--- config.mk ---
export PLATFORM = sky130hd
export DESIGN_NAME = riscv_mc_control
export DESIGN_NICKNAME = d
export VERILOG_FILES = /design/src/rtl/riscv_mc_pkg.sv /design/src/rtl/riscv_mc_aludec.sv /design/src/rtl/riscv_mc_control.sv
export SDC_FILE = /design/constraint.sdc
export NUM_CORES = 1
export LEC_CHECK = 0
export BUFFER_PORTS_ARGS = -buffer_cell sky130_fd_sc_hd__buf_2
export CAP_MARGIN = 30
export CORE_MARGIN = 4
export CORE_UTILIZATION = 47
export CTS_CLUSTER_SIZE = 8
export DETAILED_ROUTE_END_ITERATION = 8
export PLACE_DENSITY = 0.89
export SLEW_MARGIN = 15
export SYNTH_ARGS = -nofsm -noshare
export SYNTH_HDL_FRONTEND = slang
export SYNTH_HIERARCHICAL = 1
export SYNTH_SLANG_ARGS = --single-unit
--- constraint.sdc ---
create_clock -name clk -period 1.9 [get_ports clk]
set_input_delay 0.38 -clock clk [delete_from_list [all_inputs] [get_ports clk]]
set_output_delay 0.38 -clock clk [all_outputs]
set_load 0.02 [all_outputs]
--- src/rtl/riscv_mc_pkg.sv ---
// Shared types for the multi-cycle RISC-V control unit: FSM states, opcodes,
// ALU operation codes and datapath select encodings.
package riscv_mc_pkg;

  typedef enum logic [3:0] {
    S_FETCH  = 4'd0,
    S_DECODE = 4'd1,
    S_EXEC_R = 4'd2,
    S_EXEC_I = 4'd3,
    S_ADDR   = 4'd4,
    S_MEM_RD = 4'd5,
    S_MEM_WR = 4'd6,
    S_WB_ALU = 4'd7,
    S_WB_MEM = 4'd8,
    S_BRANCH = 4'd9,
    S_JAL    = 4'd10,
    S_HALT   = 4'd11
  } state_t;

  localparam logic [6:0] OP_R      = 7'b0110011;
  localparam logic [6:0] OP_I      = 7'b0010011;
  localparam logic [6:0] OP_LOAD   = 7'b0000011;
  localparam logic [6:0] OP_STORE  = 7'b0100011;
  localparam logic [6:0] OP_BRANCH = 7'b1100011;
  localparam logic [6:0] OP_JAL    = 7'b1101111;

  typedef enum logic [3:0] {
    ALU_AND  = 4'b0000,
    ALU_OR   = 4'b0001,
    ALU_ADD  = 4'b0010,
    ALU_XOR  = 4'b0011,
    ALU_SLL  = 4'b0100,
    ALU_SRL  = 4'b0101,
    ALU_SUB  = 4'b0110,
    ALU_SLT  = 4'b0111,
    ALU_SRA  = 4'b1000,
    ALU_SLTU = 4'b1001
  } alu_op_t;

  localparam logic [1:0] SRC_A_RS1   = 2'd0;
  localparam logic [1:0] SRC_A_PC    = 2'd1;
  localparam logic [1:0] SRC_A_OLDPC = 2'd2;
  localparam logic [1:0] SRC_B_RS2   = 2'd0;
  localparam logic [1:0] SRC_B_IMM   = 2'd1;
  localparam logic [1:0] SRC_B_FOUR  = 2'd2;
  localparam logic [1:0] WB_ALU      = 2'd0;
  localparam logic [1:0] WB_MEM      = 2'd1;
  localparam logic [1:0] WB_PC4      = 2'd2;
  localparam logic       PC_SRC_PLUS4 = 1'b0;
  localparam logic       PC_SRC_ALU   = 1'b1;

  // Successor of a memory-handshake state once mem_ready arrives.
  function automatic state_t mem_done_next(input state_t s);
    case (s)
      S_FETCH:  return S_DECODE;
      S_MEM_RD: return S_WB_MEM;
      default:  return S_FETCH;
    endcase
  endfunction

endpackage

--- src/rtl/riscv_mc_aludec.sv ---
// ALU operation decoder: maps {state, opcode, funct3, funct7} to the ALU op
// and flags instruction encodings the core does not support.
module riscv_mc_aludec
  import riscv_mc_pkg::*;
(
  input  state_t      state,
  input  logic [6:0]  opcode,
  input  logic [2:0]  funct3,
  input  logic [6:0]  funct7,
  output alu_op_t     operation,
  output logic        illegal
);

  alu_op_t r_op, i_op, b_op;
  logic    f7_base, f7_alt;

  assign f7_base = (funct7 == 7'h00);
  assign f7_alt  = (funct7 == 7'h20);

  always_comb begin
    r_op = ALU_ADD;
    i_op = ALU_ADD;
    case (funct3)
      3'b000: begin r_op = funct7[5] ? ALU_SUB : ALU_ADD; i_op = ALU_ADD; end
      3'b001: begin r_op = ALU_SLL;  i_op = ALU_SLL;  end
      3'b010: begin r_op = ALU_SLT;  i_op = ALU_SLT;  end
      3'b011: begin r_op = ALU_SLTU; i_op = ALU_SLTU; end
      3'b100: begin r_op = ALU_XOR;  i_op = ALU_XOR;  end
      3'b101: begin
        r_op = funct7[5] ? ALU_SRA : ALU_SRL;
        i_op = funct7[5] ? ALU_SRA : ALU_SRL;
      end
      3'b110: begin r_op = ALU_OR;   i_op = ALU_OR;   end
      default: begin r_op = ALU_AND; i_op = ALU_AND;  end
    endcase

    // beq/bne compare by subtraction, blt/bge signed, bltu/bgeu unsigned
    case (funct3[2:1])
      2'b00:   b_op = ALU_SUB;
      2'b10:   b_op = ALU_SLT;
      default: b_op = ALU_SLTU;
    endcase

    case (state)
      S_EXEC_R: operation = r_op;
      S_EXEC_I: operation = i_op;
      S_BRANCH: operation = b_op;
      default:  operation = ALU_ADD;
    endcase
  end

  always_comb begin
    illegal = 1'b0;
    case (opcode)
      OP_R:      illegal = !(f7_base || (f7_alt && (funct3 == 3'b000 || funct3 == 3'b101)));
      OP_I: begin
        if (funct3 == 3'b001)      illegal = !f7_base;
        else if (funct3 == 3'b101) illegal = !(f7_base || f7_alt);
      end
      OP_LOAD:   illegal = (funct3 == 3'b011) || (funct3 == 3'b110) || (funct3 == 3'b111);
      OP_STORE:  illegal = (funct3 > 3'b010);
      OP_BRANCH: illegal = (funct3[2:1] == 2'b01);
      OP_JAL:    illegal = 1'b0;
      default:   illegal = 1'b1;
    endcase
  end

endmodule

--- src/rtl/riscv_mc_control.sv ---
// Multi-cycle RISC-V sequencing FSM with a ready/request memory handshake.
// Optional perf counters (cycle_cnt, instret_cnt) when RISCV_PERF_CNT_EN is defined.
module riscv_mc_control
  import riscv_mc_pkg::*;
#(
  parameter int unsigned CNT_W      = 32,
  parameter int unsigned WAIT_LIMIT = 0
) (
  input  logic             clk,
  input  logic             reset,
  input  logic [6:0]       opcode,
  input  logic [2:0]       funct3,
  input  logic [6:0]       funct7,
  input  logic             branch_taken,
  input  logic             mem_ready,
  output logic             mem_req,
  output logic             mem_we,
  output logic             mem_is_instr,
  output logic             ir_we,
  output logic             pc_we,
  output logic             pc_src,
  output logic [1:0]       alu_src_a,
  output logic [1:0]       alu_src_b,
  output logic [3:0]       operation,
  output logic             reg_write,
  output logic [1:0]       wb_sel,
  output logic             illegal,
  output logic             bus_err,
`ifdef RISCV_PERF_CNT_EN
  output logic [CNT_W-1:0] cycle_cnt,
  output logic [CNT_W-1:0] instret_cnt,
`endif
  output logic [3:0]       state_o
);

  state_t      state;
  alu_op_t     alu_op;
  logic        dec_illegal;
  logic [31:0] wait_cnt;
  logic        wait_expire;

  riscv_mc_aludec u_aludec (
    .state     (state),
    .opcode    (opcode),
    .funct3    (funct3),
    .funct7    (funct7),
    .operation (alu_op),
    .illegal   (dec_illegal)
  );

  assign wait_expire = (WAIT_LIMIT != 0) && (wait_cnt == 32'(WAIT_LIMIT - 1));
  assign operation   = alu_op;
  assign state_o     = state;

  // wait_cnt defaults to clear; only a stalled handshake state keeps counting
  always_ff @(posedge clk or posedge reset) begin
    if (reset) begin
      state    <= S_FETCH;
      illegal  <= 1'b0;
      bus_err  <= 1'b0;
      wait_cnt <= '0;
    end else begin
      wait_cnt <= '0;
      case (state)
        S_FETCH, S_MEM_RD, S_MEM_WR: begin
          if (mem_ready) begin
            state <= mem_done_next(state);
          end else if (wait_expire) begin
            state   <= S_HALT;
            bus_err <= 1'b1;
          end else begin
            wait_cnt <= wait_cnt + 32'd1;
          end
        end
        S_DECODE: begin
          if (dec_illegal) begin
            state   <= S_HALT;
            illegal <= 1'b1;
          end else begin
            case (opcode)
              OP_R:              state <= S_EXEC_R;
              OP_I:              state <= S_EXEC_I;
              OP_LOAD, OP_STORE: state <= S_ADDR;
              OP_BRANCH:         state <= S_BRANCH;
              OP_JAL:            state <= S_JAL;
              default: begin
                state   <= S_HALT;
                illegal <= 1'b1;
              end
            endcase
          end
        end
        S_EXEC_R, S_EXEC_I: state <= S_WB_ALU;
        S_ADDR:             state <= (opcode == OP_STORE) ? S_MEM_WR : S_MEM_RD;
        S_WB_ALU, S_WB_MEM, S_BRANCH, S_JAL: state <= S_FETCH;
        default:            state <= S_HALT;
      endcase
    end
  end

  always_comb begin
    mem_req      = 1'b0;
    mem_we       = 1'b0;
    mem_is_instr = 1'b0;
    ir_we        = 1'b0;
    pc_we        = 1'b0;
    pc_src       = PC_SRC_PLUS4;
    alu_src_a    = SRC_A_RS1;
    alu_src_b    = SRC_B_RS2;
    reg_write    = 1'b0;
    wb_sel       = WB_ALU;
    case (state)
      S_FETCH: begin
        mem_req      = 1'b1;
        mem_is_instr = 1'b1;
        ir_we        = mem_ready;
        pc_we        = mem_ready;
        alu_src_a    = SRC_A_PC;
        alu_src_b    = SRC_B_FOUR;
      end
      S_DECODE: begin
        alu_src_a = SRC_A_OLDPC;
        alu_src_b = SRC_B_IMM;
      end
      S_EXEC_I, S_ADDR: alu_src_b = SRC_B_IMM;
      S_MEM_RD: begin
        mem_req   = 1'b1;
        alu_src_b = SRC_B_IMM;
      end
      S_MEM_WR: begin
        mem_req   = 1'b1;
        mem_we    = 1'b1;
        alu_src_b = SRC_B_IMM;
      end
      S_WB_ALU: reg_write = 1'b1;
      S_WB_MEM: begin
        reg_write = 1'b1;
        wb_sel    = WB_MEM;
      end
      S_BRANCH: begin
        pc_we  = branch_taken;
        pc_src = PC_SRC_ALU;
      end
      S_JAL: begin
        reg_write = 1'b1;
        wb_sel    = WB_PC4;
        pc_we     = 1'b1;
        pc_src    = PC_SRC_ALU;
      end
      default: ;
    endcase
    // Strobes drop as soon as reset rises so an in-flight access is abandoned.
    if (reset) begin
      mem_req   = 1'b0;
      mem_we    = 1'b0;
      ir_we     = 1'b0;
      pc_we     = 1'b0;
      reg_write = 1'b0;
    end
  end

`ifdef RISCV_PERF_CNT_EN
  logic retire;

  assign retire = (state inside {S_WB_ALU, S_WB_MEM, S_BRANCH, S_JAL}) ||
                  (state == S_MEM_WR && mem_ready);

  always_ff @(posedge clk or posedge reset) begin
    if (reset) begin
      cycle_cnt   <= '0;
      instret_cnt <= '0;
    end else begin
      if (state != S_HALT) cycle_cnt <= cycle_cnt + 1'b1;
      if (retire)          instret_cnt <= instret_cnt + 1'b1;
    end
  end
`endif

endmodule

==> out/qor.log <==
[outcome] outcome finished with violations
[outcome] violations in the final reports negative setup slack
[finish] fraction of final layout cells sized beyond drive strength 1 58.8%
[clock_tree] Clock H-tree levels 1
[global_route] antenna violations before repair 0
[sta] setup TNS -0.925 ns
[yosys] async set-or-reset flop fraction in the synthesized netlist 100%
[floorplanning] Initial Util 49.7%
[routing] Avg WL per Cell 23.2 microns
[finish] Diodes inserted 0
[sta] period utilization 110%
[finish] highest-count cells in the layout ignoring fill and taps buf_4 (34), buf_2 (31), nor2_1 (13), buf_6 (13), nand2_1 (8)
[power] sum of internal, switching and leakage power 2.57 mW
[worst_setup_path] type of the worst setup path reg -> out
[yosys] fraction of the mapped netlist area in compound gates 28.5%
[worst_setup_path] critical path launch point type flip-flop
[finish] number of inserted filler cells in the final layout 107
[yosys] Area contributors post-synth dfrtp_1 (13%), a21oi_1 (5.1%), nor2_1 (5.0%), nand2b_1 (4.5%), o21ai_0 (3.6%)
[sta] final count of pins violating max slew 0
[sta] unrepaired setup endpoints after global routing true
[finish] most frequent standard cell in the layout excluding fill and tap cells buf_4
[floorplanning] vertical die dimension 53.5 microns
[worst_setup_path] largest fanout of any net on the critical path 6
[yosys] synthesized netlist net count 148
[routing] Detail Route Antenna Nets 0
[global_route] global router's overall resource usage 31.2%
[clock_tree] cell chosen for the clock root clkbuf_4
[yosys] Synth top area share 12.8%
[global_route] largest net degree at the start of global routing 11
[finish] Syn-to-layout area delta 71.2%
[placed_design] post-DP HPWL 2480 microns
[floorplanning] Die W 53.5 microns
[yosys] number of enable-type register cells in the synthesized netlist 0
[placed_design] buffers added on ports 42
[worst_setup_path] worst endpoint data arrival time 1.71 ns
[clock_tree] clock tree from TritonCTS yes
[finish] Net count, final 221
[yosys] fraction of the mapped netlist area in simple logic gates 43.4%
[yosys] post-synthesis cell type with the largest combined area dfrtp_1
[sta] Hold Worst Slack 0.0761 ns
[routing] number of DRC markers after the initial detailed-route iteration 141
[job] max-cap viol count 0
[global_route] Remaining Overflow, GRT 0
[yosys] Yosys warnings 6
[yosys] area share of fa/ha/maj cells after synthesis 0%
[worst_setup_path] Critical Path End Type output port
[yosys] portion of netlist area occupied by mux cells 2.05%
[worst_setup_path] maximum single-stage delay on the critical path 0.49 ns
[floorplanning] Core Rows 16
[yosys] xor and xnor area share after synthesis 1.80%
[power] worst vdd ir 1.30 mV
[clock_tree] clock slew at reported path FFs 0.06 ns
[sta] Worst Slack Setup Final -0.194 ns
[yosys] sequential-to-total area share from yosys stat 12.8%
[sta] clock skew after layout 0.00959 ns
[yosys] Yosys reg bits 5
[clock_tree] insertion delay of the later-clocked pin in the worst-skew pair 0.28 ns
[sta] final-report hold violation count 0
[yosys] main combinational cell family by area after synthesis simple AND/OR/NAND/NOR gates
[clock_tree] buffers from clock root to sink, at most 2
[routing] Pre-Repair DR Iteration Count 5
[floorplanning] io pins 44
[global_route] wire length of the first global-routing pass 6470 microns
[sta] minimum period implied by the final worst setup slack 2.09 ns
[placed_design] final weighted congestion of routability-driven global placement 0.776
[worst_setup_path] endpoint required time on the critical path 1.52 ns
[sta] number of failing setup endpoints in the final timing report 11
[yosys] most instantiated flip-flop cell in the synthesis netlist dfrtp_1
[global_route] number of global-route vias before repair 1278
[worst_setup_path] cell type of the slowest stage on the worst timing path dfrtp_2
[clock_tree] total CTS buffers 3
[clock_tree] Clock Sinks 5
[yosys] mean instance size in the synthesized netlist 7.67 sq um
[worst_setup_path] ordered list of cells on the worst path buf_2, nor4b_2, o221a_1, buf_6
[routing] vias after detailed routing 1555
[power] Cell Pwr Density 1540 nW/um^2
[routing] Via density 6.88
[floorplanning] core region area 1960 sq um
[routing] remaining routing DRC violations 0
[yosys] post-synthesis instance area 975 sq um
[yosys] Syn Inst Count 127
[routing] final WL 5240 microns
[power] leakage component of the power 0.732 nW
[yosys] number of library cell types mapped by synthesis 56
[worst_hold_path] class of the tightest hold or removal check in -> async
[floorplanning] die outline area 2870 sq um
[sta] Peak Freq 478 MHz
-- synth_stat cells, types with 2 or more instances --
cell,n
nor4b_1,2
inv_1,2
a41oi_2,2
nand4_1,2
nor3_1,4
buf_4,3
a21o_1,2
nor3b_1,2
nor2b_1,4
buf_2,4
a21oi_1,10
a31oi_1,3
buf_6,3
nand2b_1,7
nor2_1,13
dfrtp_1,5
nor3_2,2
nand2_1,9
mux2i_1,2
nor4_1,4
o21ai_0,7
-- final timing paths --
path,startpoint,to,slack [ns],cells after the start
worst max-delay path,state_o[3],pc_we,-0.19,4
worst min-delay path,reset,state_o[2],0.08,2
worst max register to register,state_o[3],state_o[0],0.10,5
worst min register to register,illegal,illegal,0.49,1
max in group asynchronous,reset,state_o[3],1.58,2
min in group clk,illegal,illegal,0.49,1
-- logic make-up after synthesis --
group,count (synthesis)
AOI/OAI and AO/OA,37
xor gates and xnor gates,2
buffers and inverters,14
DFF,5
muxes,2
other,1
and+or+nand+nor,66
-- worst max-delay path: cells and delay by family, from the launching register on --
family	cells	cell delay (ns)
compound gates	1	0.28
buf+inv	2	0.34
flops	1	0.49
simple gates	1	0.33
-- where the power goes --
part	switching (mW)	leakage [nW]	internal, mW
Sequential	0.126	0.0519	0.161
Combinational	1.15	0.665	0.981
Clock	0.0762	0.0150	0.0815
-- repair_timing --
item / in CTS / in global routing
hold buffers: 0 / 0
pin swaps: 3 / 13
endpoints found under the setup margin: 10 / 18
endpoints found under the hold margin: 0 / 0
setup buffers: 7 / 7
resized for setup: 26 / 31
-- state kept, by name, summed over array words and instances, names as in the netlist --
register and flops:
state_o 4, illegal 1
-- metal layers --
| layer | part of all wire, % | vias to the layer above | global-route usage (%) |
|---|---|---|---|
| met1 | 36 | 717 | 40.9 |
| met4 | 7.2 | 0 | 15.3 |
| met3 | 11 | 46 | 6.09 |
| met5 | 0 | - | 0 |
| li1 | - | 624 | - |
| met2 | 46 | 168 | 48.6 |
-- final cells by class --
| class | instances | area [sq um] | area share [%] |
|---|---|---|---|
| clock buffers | 4 | 26.3 | 1.57 |
| inverters | 3 | 16.3 | 0.975 |
| multi-input cells | 108 | 891 | 53.4 |
| flip-flops and latches | 5 | 130 | 7.80 |
| well taps | 27 | 33.8 | 2.02 |
| repair buffers | 79 | 572 | 34.3 |
-- through the flow --
step | utilization [%] | std cells | worst slack [ns] | area [sq um]
after global placement | 68.7 | 209 | -0.135 | 1350
after global routing | 85.1 | 226 | -0.423 | 1670
after CTS | 76.1 | 219 | -0.0500 | 1490
after detailed placement | 68.7 | 209 | -0.220 | 1350
final | 85.1 | 226 | -0.194 | 1670
after floorplan | - | 127 | -0.0270 | 1010
(Power assumes the default switching activity.)
